[config.mk]
export PLATFORM = sky130hd
export DESIGN_NAME = gpu_apb_sequencer_flat
export DESIGN_NICKNAME = d
export VERILOG_FILES = /design/src/rtl/gpu_seq_pkg.sv /design/src/rtl/gpu_apb_sequencer_if.sv /design/src/rtl/gpu_seq_fifo.sv /design/src/rtl/gpu_apb_sequencer.sv /design/src/flat_wrapper.sv
export SDC_FILE = /design/constraint.sdc
export NUM_CORES = 1
export LEC_CHECK = 0
export CORE_MARGIN = 2
export CORE_UTILIZATION = 37
export CTS_CLUSTER_DIAMETER = 60
export DETAILED_ROUTE_END_ITERATION = 16
export SLEW_MARGIN = 40
export SYNTH_ARGS = -nofsm -noshare
export SYNTH_HDL_FRONTEND = slang
export SYNTH_HIERARCHICAL = 1
export SYNTH_SLANG_ARGS = --single-unit
[constraint.sdc]
create_clock -name clk -period 16 [get_ports clk]
set_input_delay 1.6 -clock clk [delete_from_list [all_inputs] [get_ports clk]]
set_output_delay 1.6 -clock clk [all_outputs]
set_load 0.02 [all_outputs]
[src/rtl/gpu_seq_pkg.sv]
// Shared types and constants for the GPU APB command sequencer.
// Opcodes, FSM state encodings, command entry layout, APB constants.
package gpu_seq_pkg;

  localparam int SEQ_ADDR_W = 32;
  localparam int SEQ_DATA_W = 32;
  localparam int SEQ_OP_W   = 2;

  typedef enum logic [1:0] {
    OP_WRITE     = 2'd0,
    OP_DELAY     = 2'd1,
    OP_WAIT_IDLE = 2'd2,
    OP_CLR_CNT   = 2'd3
  } seq_op_t;

  typedef enum logic [2:0] {
    ST_IDLE   = 3'd0,
    ST_SETUP  = 3'd1,
    ST_ACCESS = 3'd2,
    ST_DELAY  = 3'd3,
    ST_WAIT   = 3'd4
  } seq_state_t;

  typedef struct packed {
    seq_op_t                 op;
    logic [SEQ_ADDR_W-1:0]   addr;
    logic [SEQ_DATA_W-1:0]   data;
  } seq_cmd_t;

  // APB direction encodings shared with gpu_definitions
  localparam logic APB_READ  = 1'b0;
  localparam logic APB_WRITE = 1'b1;

endpackage

[src/rtl/gpu_apb_sequencer_if.sv]
// Command push port and APB master bus of the sequencer.
// master: sequencer side; slave: command source / APB slave side.
interface gpu_apb_sequencer_if #(
  parameter int ADDR_W = 32,
  parameter int DATA_W = 32
);
  logic              cmd_valid_i;
  logic [1:0]        cmd_op_i;
  logic [ADDR_W-1:0] cmd_addr_i;
  logic [DATA_W-1:0] cmd_data_i;
  logic              cmd_ready_o;
  logic [ADDR_W-1:0] pAddr_o;
  logic [DATA_W-1:0] pDataWrite_o;
  logic              pSel_o;
  logic              pEnable_o;
  logic              pWrite_o;
  logic              pReady_i;

  modport master (
    input  cmd_valid_i, cmd_op_i,
    input  cmd_addr_i, cmd_data_i,
    input  pReady_i,
    output cmd_ready_o,
    output pAddr_o, pDataWrite_o,
    output pSel_o, pEnable_o, pWrite_o
  );

  modport slave (
    output cmd_valid_i, cmd_op_i,
    output cmd_addr_i, cmd_data_i,
    output pReady_i,
    input  cmd_ready_o,
    input  pAddr_o, pDataWrite_o,
    input  pSel_o, pEnable_o, pWrite_o
  );
endinterface

[src/rtl/gpu_seq_fifo.sv]
// Synchronous command FIFO; push/pop/wdata in, head/full/empty/level out.
// Level is registered, so a pop never raises ready in the same cycle.
module gpu_seq_fifo #(
  parameter  int W     = 66,
  parameter  int DEPTH = 16,
  localparam int AW    = $clog2(DEPTH)
) (
  input  logic         clk,
  input  logic         rst,
  input  logic         push_i,
  input  logic [W-1:0] wdata_i,
  input  logic         pop_i,
  output logic [W-1:0] rdata_o,
  output logic         full_o,
  output logic         empty_o,
  output logic [AW:0]  level_o
);
  localparam logic [AW:0] FULL = (AW+1)'(DEPTH);

  logic [W-1:0]  mem_q [DEPTH];
  logic [AW-1:0] wp_q, wp_d;
  logic [AW-1:0] rp_q, rp_d;
  logic [AW:0]   cnt_q, cnt_d;
  logic          do_push, do_pop;

  assign do_push = push_i & ~full_o;
  assign do_pop  = pop_i & ~empty_o;

  always_comb begin
    wp_d  = wp_q;
    rp_d  = rp_q;
    cnt_d = cnt_q;
    if (do_push) wp_d = wp_q + AW'(1);
    if (do_pop)  rp_d = rp_q + AW'(1);
    if (do_push && !do_pop)
      cnt_d = cnt_q + (AW+1)'(1);
    else if (do_pop && !do_push)
      cnt_d = cnt_q - (AW+1)'(1);
  end

  always_ff @(posedge clk) begin
    if (rst) begin
      wp_q  <= '0;
      rp_q  <= '0;
      cnt_q <= '0;
    end else begin
      wp_q  <= wp_d;
      rp_q  <= rp_d;
      cnt_q <= cnt_d;
    end
  end

  always_ff @(posedge clk) begin
    if (do_push) mem_q[wp_q] <= wdata_i;
  end

  assign rdata_o = mem_q[rp_q];
  assign full_o  = (cnt_q == FULL);
  assign empty_o = (cnt_q == '0);
  assign level_o = cnt_q;
endmodule

[src/rtl/gpu_apb_sequencer.sv]
// Replays queued GPU commands as APB writes, delays and idle waits.
// Ports: clk/rst, bus (cmd push + APB master), data_avail_i, pix/busy/level.
module gpu_apb_sequencer
  import gpu_seq_pkg::*;
#(
  parameter  int ADDR_W      = 32,
  parameter  int DATA_W      = 32,
  parameter  int DEPTH       = 16,
  parameter  int IDLE_CYCLES = 16,
  parameter  int PIX_CNT_W   = 20,
  localparam int LW          = $clog2(DEPTH) + 1
) (
  input  logic                 clk,
  input  logic                 rst,
  gpu_apb_sequencer_if.master  bus,
  input  logic                 data_avail_i,
  output logic [PIX_CNT_W-1:0] pix_count_o,
  output logic                 busy_o,
  output logic [LW-1:0]        level_o
);
  localparam int W = 2 + ADDR_W + DATA_W;

  localparam logic [2:0] S_IDLE   = ST_IDLE;
  localparam logic [2:0] S_SETUP  = ST_SETUP;
  localparam logic [2:0] S_ACCESS = ST_ACCESS;
  localparam logic [2:0] S_DELAY  = ST_DELAY;
  localparam logic [2:0] S_WAIT   = ST_WAIT;

  localparam logic [DATA_W-1:0] IDLE_N =
    DATA_W'(IDLE_CYCLES);

  logic [2:0]           state_q, state_d;
  logic [ADDR_W-1:0]    addr_q, addr_d;
  logic [DATA_W-1:0]    data_q, data_d;
  logic                 psel_q, psel_d;
  logic                 pen_q, pen_d;
  logic [DATA_W-1:0]    dly_q, dly_d;
  logic [DATA_W-1:0]    idle_q, idle_d;
  logic [DATA_W-1:0]    idle_inc;
  logic [PIX_CNT_W-1:0] pix_q, pix_d;

  logic [W-1:0]         head;
  seq_op_t              head_op;
  logic [ADDR_W-1:0]    head_addr;
  logic [DATA_W-1:0]    head_data;
  logic                 full, empty, pop, clr;

  gpu_seq_fifo #(.W(W), .DEPTH(DEPTH)) u_fifo (
    .clk     (clk),
    .rst     (rst),
    .push_i  (bus.cmd_valid_i),
    .wdata_i ({bus.cmd_op_i, bus.cmd_addr_i,
               bus.cmd_data_i}),
    .pop_i   (pop),
    .rdata_o (head),
    .full_o  (full),
    .empty_o (empty),
    .level_o (level_o)
  );

  assign head_op   = seq_op_t'(head[W-1 -: 2]);
  assign head_addr = head[DATA_W +: ADDR_W];
  assign head_data = head[DATA_W-1:0];

  assign pop      = (state_q == S_IDLE) & ~empty;
  assign clr      = pop & (head_op == OP_CLR_CNT);
  assign idle_inc = idle_q + DATA_W'(1);

  always_comb begin
    state_d = state_q;
    addr_d  = addr_q;
    data_d  = data_q;
    psel_d  = psel_q;
    pen_d   = pen_q;
    dly_d   = dly_q;
    idle_d  = idle_q;
    unique case (1'b1)
      state_q == S_IDLE: begin
        if (pop) begin
          unique case (head_op)
            OP_WRITE: begin
              state_d = S_SETUP;
              addr_d  = head_addr;
              data_d  = head_data;
              psel_d  = 1'b1;
            end
            OP_DELAY: begin
              state_d = S_DELAY;
              dly_d   = head_data;
            end
            OP_WAIT_IDLE: begin
              state_d = S_WAIT;
              idle_d  = '0;
            end
            OP_CLR_CNT: ;
          endcase
        end
      end
      state_q == S_SETUP: begin
        pen_d   = 1'b1;
        state_d = S_ACCESS;
      end
      state_q == S_ACCESS: begin
        if (bus.pReady_i) begin
          psel_d  = 1'b0;
          pen_d   = 1'b0;
          state_d = S_IDLE;
        end
      end
      state_q == S_DELAY: begin
        if (dly_q == '0) state_d = S_IDLE;
        else dly_d = dly_q - DATA_W'(1);
      end
      state_q == S_WAIT: begin
        if (data_avail_i) begin
          idle_d = '0;
        end else begin
          idle_d = idle_inc;
          if (idle_inc == IDLE_N) state_d = S_IDLE;
        end
      end
      default: state_d = S_IDLE;
    endcase
  end

  // clear beats a coincident pixel strobe
  always_comb begin
    pix_d = pix_q;
    if (clr)
      pix_d = '0;
    else if (data_avail_i && pix_q != '1)
      pix_d = pix_q + PIX_CNT_W'(1);
  end

  always_ff @(posedge clk) begin
    if (rst) begin
      state_q <= S_IDLE;
      addr_q  <= '0;
      data_q  <= '0;
      psel_q  <= 1'b0;
      pen_q   <= 1'b0;
      dly_q   <= '0;
      idle_q  <= '0;
      pix_q   <= '0;
    end else begin
      state_q <= state_d;
      addr_q  <= addr_d;
      data_q  <= data_d;
      psel_q  <= psel_d;
      pen_q   <= pen_d;
      dly_q   <= dly_d;
      idle_q  <= idle_d;
      pix_q   <= pix_d;
    end
  end

  assign bus.cmd_ready_o  = ~full;
  assign bus.pAddr_o      = addr_q;
  assign bus.pDataWrite_o = data_q;
  assign bus.pSel_o       = psel_q;
  assign bus.pEnable_o    = pen_q;
  assign bus.pWrite_o     = psel_q;
  assign pix_count_o      = pix_q;
  assign busy_o           = (state_q != S_IDLE) | ~empty;
endmodule

[src/flat_wrapper.sv]
// flat-port wrapper written by rule: the top's interface ports become plain ports
module gpu_apb_sequencer_flat import gpu_seq_pkg::*;
#(
  parameter  int ADDR_W      = 32,
  parameter  int DATA_W      = 32,
  parameter  int DEPTH       = 16,
  parameter  int IDLE_CYCLES = 16,
  parameter  int PIX_CNT_W   = 20,
  localparam int LW          = $clog2(DEPTH) + 1
)
  (clk, rst, data_avail_i, pix_count_o, busy_o, level_o, bus_cmd_valid_i, bus_cmd_op_i, bus_cmd_addr_i, bus_cmd_data_i, bus_pReady_i, bus_cmd_ready_o, bus_pAddr_o, bus_pDataWrite_o, bus_pSel_o, bus_pEnable_o, bus_pWrite_o);
  gpu_apb_sequencer_if #(.ADDR_W(ADDR_W), .DATA_W(DATA_W)) bus_i ();
  input  logic clk;
  input  logic rst;
  input  logic data_avail_i;
  output logic [PIX_CNT_W-1:0] pix_count_o;
  output logic busy_o;
  output logic [LW-1:0] level_o;
  input wire logic [$bits(bus_i.cmd_valid_i)-1:0] bus_cmd_valid_i;
  input wire logic [$bits(bus_i.cmd_op_i)-1:0] bus_cmd_op_i;
  input wire logic [$bits(bus_i.cmd_addr_i)-1:0] bus_cmd_addr_i;
  input wire logic [$bits(bus_i.cmd_data_i)-1:0] bus_cmd_data_i;
  input wire logic [$bits(bus_i.pReady_i)-1:0] bus_pReady_i;
  output wire logic [$bits(bus_i.cmd_ready_o)-1:0] bus_cmd_ready_o;
  output wire logic [$bits(bus_i.pAddr_o)-1:0] bus_pAddr_o;
  output wire logic [$bits(bus_i.pDataWrite_o)-1:0] bus_pDataWrite_o;
  output wire logic [$bits(bus_i.pSel_o)-1:0] bus_pSel_o;
  output wire logic [$bits(bus_i.pEnable_o)-1:0] bus_pEnable_o;
  output wire logic [$bits(bus_i.pWrite_o)-1:0] bus_pWrite_o;
  assign bus_i.cmd_valid_i = bus_cmd_valid_i;
  assign bus_i.cmd_op_i = bus_cmd_op_i;
  assign bus_i.cmd_addr_i = bus_cmd_addr_i;
  assign bus_i.cmd_data_i = bus_cmd_data_i;
  assign bus_i.pReady_i = bus_pReady_i;
  assign bus_cmd_ready_o = bus_i.cmd_ready_o;
  assign bus_pAddr_o = bus_i.pAddr_o;
  assign bus_pDataWrite_o = bus_i.pDataWrite_o;
  assign bus_pSel_o = bus_i.pSel_o;
  assign bus_pEnable_o = bus_i.pEnable_o;
  assign bus_pWrite_o = bus_i.pWrite_o;
  gpu_apb_sequencer #(.ADDR_W(ADDR_W), .DATA_W(DATA_W), .DEPTH(DEPTH), .IDLE_CYCLES(IDLE_CYCLES), .PIX_CNT_W(PIX_CNT_W)) u_core (.clk(clk), .rst(rst), .bus(bus_i), .data_avail_i(data_avail_i), .pix_count_o(pix_count_o), .busy_o(busy_o), .level_o(level_o));
endmodule
==> qor.csv, run 1 <==
stage;metric;value;unit
pwr;total power divided by cell area;155.2;nW/um^2
pwr;Pwr Total;8.675;mW
clock_network;clock edge transition at the registers on the reported setup and hold paths;60;ps
worst_setup_path;signal arrival time at the worst endpoint;2870;ps
layout;post-route non-filler standard cell count;4672;
sta;Setup Total Neg Slack;0;ps
synthesis;async set-or-reset flop fraction in the synthesized netlist;0;%
clock_network;CTS sink cnt;1226;
drt;ratio of routed vias to standard cells;5.497;
drt;vias post-DR;25682;
clock_network;cell at the root of the clock tree;clkbuf_16;
synthesis;top cells by area, synth;edfxtp_1 66%, mux4_2 12%, dfxtp_1 7.1%, a22oi_1 2.4%, nand2_1 2.1%;
die;die width;363.5;microns
synthesis;part of the Yosys area used for sequential elements;73.42;%
worst_setup_path;crit-path max cell delay;670;ps
sta;worst slew pin tran;824.0;ps
layout;fill cell count;11103;
synthesis;Avg Cell Area, Syn;17.58;sq um
worst_setup_path;kind of critical path;flip-flop to output pin;
sta;setup violation total in the final timing report;0;
layout;Design Area, Final;55910;sq um
drt;Residual DRC;0;
die;number of top-level pins;165;
clock_network;CTS HTree Levels;4;
die;Starting Density;37.41;%
pwr;worst ir drop on vdd;0.0001066;V
grt;antenna violations before repair;11;
synthesis;Post-Syn Nets;2806;
layout;Area growth syn-to-layout;16.90;%
drt;Routed WL;114200;microns
place;number of placed instances, taps included;4425;
clock_network;TritonCTS buffer count;133;
synthesis;total number of yosys warnings;6;
sta;crit path time final;4472;ps
synthesis;Yosys top cell area share;66.31;%
clock_network;clock insertion delay at the later pin of the skew report;750;ps
sta;hold violation count in the final report;0;
place;DP Wirelength;64800;microns
die;DIE AREA;132100;sq um
grt;pin count of the biggest net entering global routing;93;
synthesis;number of storage elements in the synthesis netlist;1226;
hold_path;Hold/Removal Path Class;flip-flop to flip-flop;
layout;ratio of cells with drive above 1 in the final layout;18.48;%
drt;drt wl/cell;24.44;microns
layout;area used by sequential logic in the layout;35120;sq um
worst_setup_path;critical path peak fanout;8;
place;PortBufs;164;
clock_network;buffers from clock root to sink, at most;3;
worst_setup_path;Crit-path slowest cell;or4_4;
worst_setup_path;Required @ worst endpoint;14400;ps
sta;Max Transition Viols Final;0;
drt;first-iteration detailed-routing DRC count;2366;
grt;total overflow reported by the global router;0;
layout;NumNets Final;2985;
worst_setup_path;crit path cell chain;or4_4 -> nor2_1 -> nand2_1 -> clkdlybuf4s50_1;
worst_setup_path;startpoint type of the worst setup path;flip-flop;
die;vertical die dimension;363.5;microns
place;placed cell area;51520;sq um
status;outcome;finished clean;
synthesis;flip-flop cell with the highest count after synthesis;edfxtp_1;
layout;multi-input logic area;12040;sq um
drt;antenna violation net count after detailed routing;0;
clock_network;TritonCTS clock tree;built;
synthesis;number of enable flip-flop cells after synthesis;1056;
synthesis;number of instances in the synthesized netlist;2721;
grt;number of global-route vias before repair;25626;
grt;wire length of the first global-routing pass;170300;microns
grt;global-route usage over all layers;17.40;%
synthesis;total standard cell area after synthesis;47820;sq um
worst_setup_path;Critical Path End Type;output pin;
sta;crit share post-route;27.95;%
run;count of max-cap constraint violations;0;
clock_network;number of buffers inserted by hold repair at cts;0;
clock_network;post-cts sizing count;0;
sta;timing-limited maximum frequency;223.6;MHz
synthesis;Synth area leader;edfxtp_1;
die;number of placement rows;131;
sta;setup repair after global routing missed its margin;no;
pwr;leakage power figure;17.30;nW
place;RD Place Congestion;0.7661;
clock_network;number of buffers inserted by post-CTS setup repair;0;
sta;clock tree skew after final layout;36.35;ps
synthesis;Synth cell types;68;
drt;router iterations before antenna repair;5;
layout;Post-Route Utilization;43.73;%
die;placeable core area;127800;sq um
sta;Rel. slew slack;45.06;%
-- per-stage QoR --
stage	hold WS [ps]	setup WS (ps)
floorplan	443.6	9023
global placement	442.7	10530
finish	454.4	11530
CTS	454.5	11130
global route	465.5	11250
detailed placement	446.5	11110
-- layout make-up --
type                            instances  area share, %
Antenna cell                            1       0.004476
Clock buffer                          166          6.322
Clock inverter                         78          1.430
Inverter                               16         0.1074
Multi-Input combinational cell       1312          21.54
Sequential cell                      1226          62.82
Tap cell                             1662          3.719
Timing Repair Buffer                  211          4.055
-- worst max-delay path, delay by kind of cell (launching register included) --
| family | cells | cell delay, ps |
|---|---|---|
| AND/OR/NAND/NOR | 3 | 1200 |
| buffers and inverters | 1 | 580 |
| flip-flops | 1 | 370 |
-- layout by cell type, fill, tap and decap left out, types with 14 or more instances in the layout --
| cell type | netlist | routed |
|---|---|---|
| o21ai_0 | 59 | 59 |
| buf_6 | 7 | 22 |
| clkinv_1 | 0 | 22 |
| a211oi_1 | 17 | 17 |
| nor2_4 | 1 | 14 |
| edfxtp_1 | 1056 | 1056 |
| or3_1 | 19 | 19 |
| mux4_2 | 264 | 264 |
| a21oi_1 | 118 | 118 |
| nand4_1 | 21 | 21 |
| a22oi_1 | 151 | 151 |
| nand3_1 | 32 | 32 |
| clkbuf_1 | 96 | 27 |
| nand2_1 | 267 | 265 |
| clkbuf_16 | 0 | 136 |
| buf_4 | 24 | 14 |
| nor2_1 | 129 | 116 |
| clkinv_2 | 0 | 18 |
| xnor2_1 | 20 | 20 |
| inv_1 | 16 | 16 |
| xor2_1 | 21 | 21 |
| clkdlybuf4s50_1 | 0 | 163 |
| dfxtp_1 | 170 | 168 |
| nor3_1 | 34 | 30 |
-- state kept, by name, summed over array words and instances (netlist names), named ones only --
| signal | count |
|---|---|
| u_core/u_fifo/level_o | 5 |
| u_core/idle_q | 32 |
| u_core/bus.pAddr_o | 32 |
| u_core/dly_q | 32 |
| u_core/u_fifo/rp_q | 4 |
| u_core/pix_count_o | 20 |
| u_core/bus.pDataWrite_o | 32 |
| u_core/bus.pEnable_o | 1 |
| u_core/bus.pSel_o | 1 |
| u_core/state_q | 3 |
| u_core/u_fifo/mem_q | 1056 |
| u_core/u_fifo/wp_q | 4 |
-- Yosys cell counts, types with 8 or more instances --
cell type,number
nor2_1,129
buf_4,24
nand2_1,267
nand3_1,32
xor2_1,21
and3_1,12
o21ai_0,59
nor3_1,34
edfxtp_1,1056
inv_1,16
ha_1,13
buf_1,21
nand4_1,21
mux4_2,264
clkbuf_1,96
nor4_1,12
xnor2_1,20
and2_1,8
or3_1,19
a31oi_1,12
buf_2,17
a21oi_1,118
a211oi_1,17
a311oi_1,8
dfxtp_1,170
a22oi_1,151
-- layer usage --
metal	share of wire [%]	wire length [microns]	GRT usage, %	vias up
li1	-	-	-	11279
met1	44	50210	24.67	13420
met2	47	54070	27.31	801
met3	6.5	7436	3.495	170
met4	2.1	2392	4.922	12
met5	0.067	76	0	-
-- final timing paths --
check / start / end / slack (ps) / cells after the start
max: u_core/u_fifo/level_o[0]$_SDFFE_PP0P_ / busy_o / 11530 / 4
min: u_core/bus.pDataWrite_o[23]$_SDFFE_PP0P_ / u_core/bus.pDataWrite_o[23]$_SDFFE_PP0P_ / 450 / 2
max reg2reg: flip-flop / u_core/idle_q[7]$_SDFFE_PP0P_ / 11690 / 11
min reg2reg: u_core/bus.pDataWrite_o[23]$_SDFFE_PP0P_ / u_core/bus.pDataWrite_o[23]$_SDFFE_PP0P_ / 450 / 2
-- where the power goes --
group          leakage (nW)  switching, mW  internal, mW
clock network          2.10           1.26          1.76
logic                  4.29           1.11         0.785
registers              10.9          0.118          3.64
-- kinds of logic after synthesis --
family / after synthesis / share of synthesized area, %
adder cells (fa/ha/maj): 14 / 0.3820
XOR/XNOR: 41 / 0.7509
flip-flops: 1226 / 73.42
AO/OA/AOI/OAI: 409 / 5.573
buffers and inverters: 183 / 1.784
AND/OR/NAND/NOR: 577 / 5.507
multiplexers: 271 / 12.58
Power figures use the tool's default switching activity.
==> run 2: changes to the inputs <==
==> constraint.sdc (replaced) <==
create_clock -name clk -period 4.06 [get_ports clk]
set_input_delay 0.406 -clock clk [delete_from_list [all_inputs] [get_ports clk]]
set_output_delay 0.406 -clock clk [all_outputs]
set_load 0.02 [all_outputs]
==> run 2 against run 1 <==
Effect of this change: design area is 0.65% higher; cell count is 0.34% higher; via count up 0.90%; sequential power rose to 3.9 times the previous value; core utilization up 0.28 points; die area stayed put; first-iteration DRC count fell by 3.3%; sequential cell count stayed put; critical path type is now flip-flop to flip-flop.
==> qor.csv, run 2 (synthesis gave the netlist of run 1 again) <==
stage;metric;value;unit
status;outcome;finished clean;
layout;most common cell after layout, fill and taps aside;edfxtp_1;
grt;total overflow reported by the global router;0;
sta;Max Transition Viols Final;0;
drt;router iterations before antenna repair;5;
layout;Area growth syn-to-layout;17.66;%
worst_setup_path;Required @ worst endpoint;4630;ps
place;DP Wirelength;64410;microns
layout;ratio of cells with drive above 1 in the final layout;18.99;%
sta;clock tree skew after final layout;32.49;ps
sta;Setup Total Neg Slack;0;ps
clock_network;CTS HTree Levels;4;
clock_network;TritonCTS buffer count;131;
drt;antenna violation net count after detailed routing;0;
layout;area used by sequential logic in the layout;35120;sq um
grt;antenna violations before repair;17;
drt;vias post-DR;25912;
worst_setup_path;signal arrival time at the worst endpoint;3860;ps
die;DIE AREA;132100;sq um
grt;number of global-route vias before repair;25548;
drt;Routed WL;117300;microns
place;PortBufs;164;
drt;first-iteration detailed-routing DRC count;2287;
clock_network;TritonCTS clock tree;built;
sta;Rel. slew slack;41.41;%
sta;worst slew pin tran;878.9;ps
worst_setup_path;Worst R2R End;u_core/state_q[2]$_SDFFE_PP0P_;
grt;global-route usage over all layers;17.73;%
worst_setup_path;slack of the worst reg-to-reg path;770;ps
die;die width;363.5;microns
clock_network;CTS sink cnt;1226;
worst_setup_path;Critical Path End Type;flip-flop;
clock_network;clock edge transition at the registers on the reported setup and hold paths;60;ps
die;vertical die dimension;363.5;microns
clock_network;cell at the root of the clock tree;clkbuf_16;
sta;crit path time final;3291;ps
worst_setup_path;worst reg2reg path depth;10;
clock_network;post-cts sizing count;0;
grt;pin count of the biggest net entering global routing;107;
drt;ratio of routed vias to standard cells;5.527;
pwr;Pwr Total;34.29;mW
hold_path;Hold/Removal Path Class;input pin to flip-flop;
worst_setup_path;kind of critical path;flip-flop to flip-flop;
worst_setup_path;worst setup path endpoint;u_core/state_q[2]$_SDFFE_PP0P_;
pwr;worst ir drop on vdd;0.0004272;V
layout;most used cells in the layout excluding fill and tap cells;1,056 x edfxtp_1, 265 x nand2_1, 264 x mux4_2;
layout;multi-input logic area;12060;sq um
drt;Residual DRC;0;
sta;crit share post-route;81.06;%
drt;drt wl/cell;25.01;microns
sta;timing-limited maximum frequency;303.9;MHz
clock_network;clock insertion delay at the later pin of the skew report;750;ps
die;number of top-level pins;165;
clock_network;number of buffers inserted by hold repair at cts;0;
layout;Post-Route Utilization;44.01;%
sta;setup violation total in the final timing report;0;
worst_setup_path;startpoint type of the worst setup path;flip-flop;
place;RD Place Congestion;0.7943;
layout;fill cell count;11099;
layout;number of flip-flops in the largest register;1056;
sta;setup repair after global routing missed its margin;no;
worst_setup_path;critical path peak fanout;36;
sta;hold violation count in the final report;0;
clock_network;buffers from clock root to sink, at most;3;
die;placeable core area;127800;sq um
place;worst setup slack after placement;822.8;ps
pwr;leakage power figure;17.45;nW
sta;Worst Hold Slack;189.2;ps
die;Starting Density;37.41;%
layout;NumNets Final;3002;
clock_network;number of buffers inserted by post-CTS setup repair;0;
grt;wire length of the first global-routing pass;172500;microns
sta;Final Worst Setup Slack;768.9;ps
layout;Reg with most FFs;u_core/u_fifo/mem_q;
run;count of max-cap constraint violations;0;
pwr;total power divided by cell area;609.3;nW/um^2
die;number of placement rows;131;
## run 2: cell count changes in the layout (fill, tap and decap cells not counted), moves of 5 or more
| cell | change |
|---|---|
| buf_12 | +25 |
| buf_4 | +21 |
| buf_6 | -21 |
| clkinv_1 | -6 |
| buf_16 | -5 |
| inv_8 | -5 |
## run 2: per-layer routing
layer | global-route usage [%] | vias up | part of all wire, % | wire [microns]
met5 | 0 | - | 0.12 | 142
met4 | 4.849 | 22 | 2.1 | 2437
met3 | 3.671 | 181 | 6.5 | 7660
met2 | 27.56 | 836 | 47 | 54660
met1 | 25.35 | 13545 | 45 | 52360
li1 | - | 11328 | - | -
## run 2: metrics by stage
| step | area [sq um] | std cells |
|---|---|---|
| 2_1_floorplan | 47850 | 2721 |
| 3_3_place_gp | 51830 | 4446 |
| 3_5_place_dp | 51840 | 4446 |
| 4_1_cts | 56260 | 4685 |
| 5_1_grt | 56270 | 4686 |
| 6_report | 56270 | 4688 |
## run 2: worst min path at each step
stage                                                  from                                 endpoint  slack [ps]  cells past startpoint
global placement    u_core/bus.pDataWrite_o[8]$_SDFFE_PP0P_  u_core/bus.pDataWrite_o[8]$_SDFFE_PP0P_         440                      2
detailed placement      u_core/bus.pAddr_o[16]$_SDFFE_PP0P_      u_core/bus.pAddr_o[16]$_SDFFE_PP0P_         450                      2
CTS                                                     rst           u_core/idle_q[14]$_SDFFE_PP0P_         160                      2
floorplan                     u_core/dly_q[10]$_SDFFE_PP0P_            u_core/dly_q[10]$_SDFFE_PP0P_         440                      2
finish                                                  rst            u_core/idle_q[4]$_SDFFE_PP0P_         190                      2
global route                                            rst           u_core/idle_q[25]$_SDFFE_PP0P_         210                      2
## run 2: area by class of cell
type,instances,area share (%)
repair buffers,230,4.489
clock inverters,65,1.365
multi-input cells,1312,21.43
well taps,1662,3.695
clock buffers,174,6.482
diodes,3,0.01334
inverters,16,0.1067
flip-flops and latches,1226,62.41
## run 2: critical path, cell delays in order (launching register included)
cell	delay [ps]
dfxtp_4	480
buf_12	340
mux4_2	540
a22oi_1	150
nand2_1	230
nand2b_1	200
o41ai_1	100
nor4_1	410
nand4_1	180
a2111oi_2	360
a311oi_1	140
## run 2: report_power, final
part / internal [mW] / switching, mW
clock: 7.20 / 4.89
sequential: 14.3 / 0.461
combinational: 3.08 / 4.33
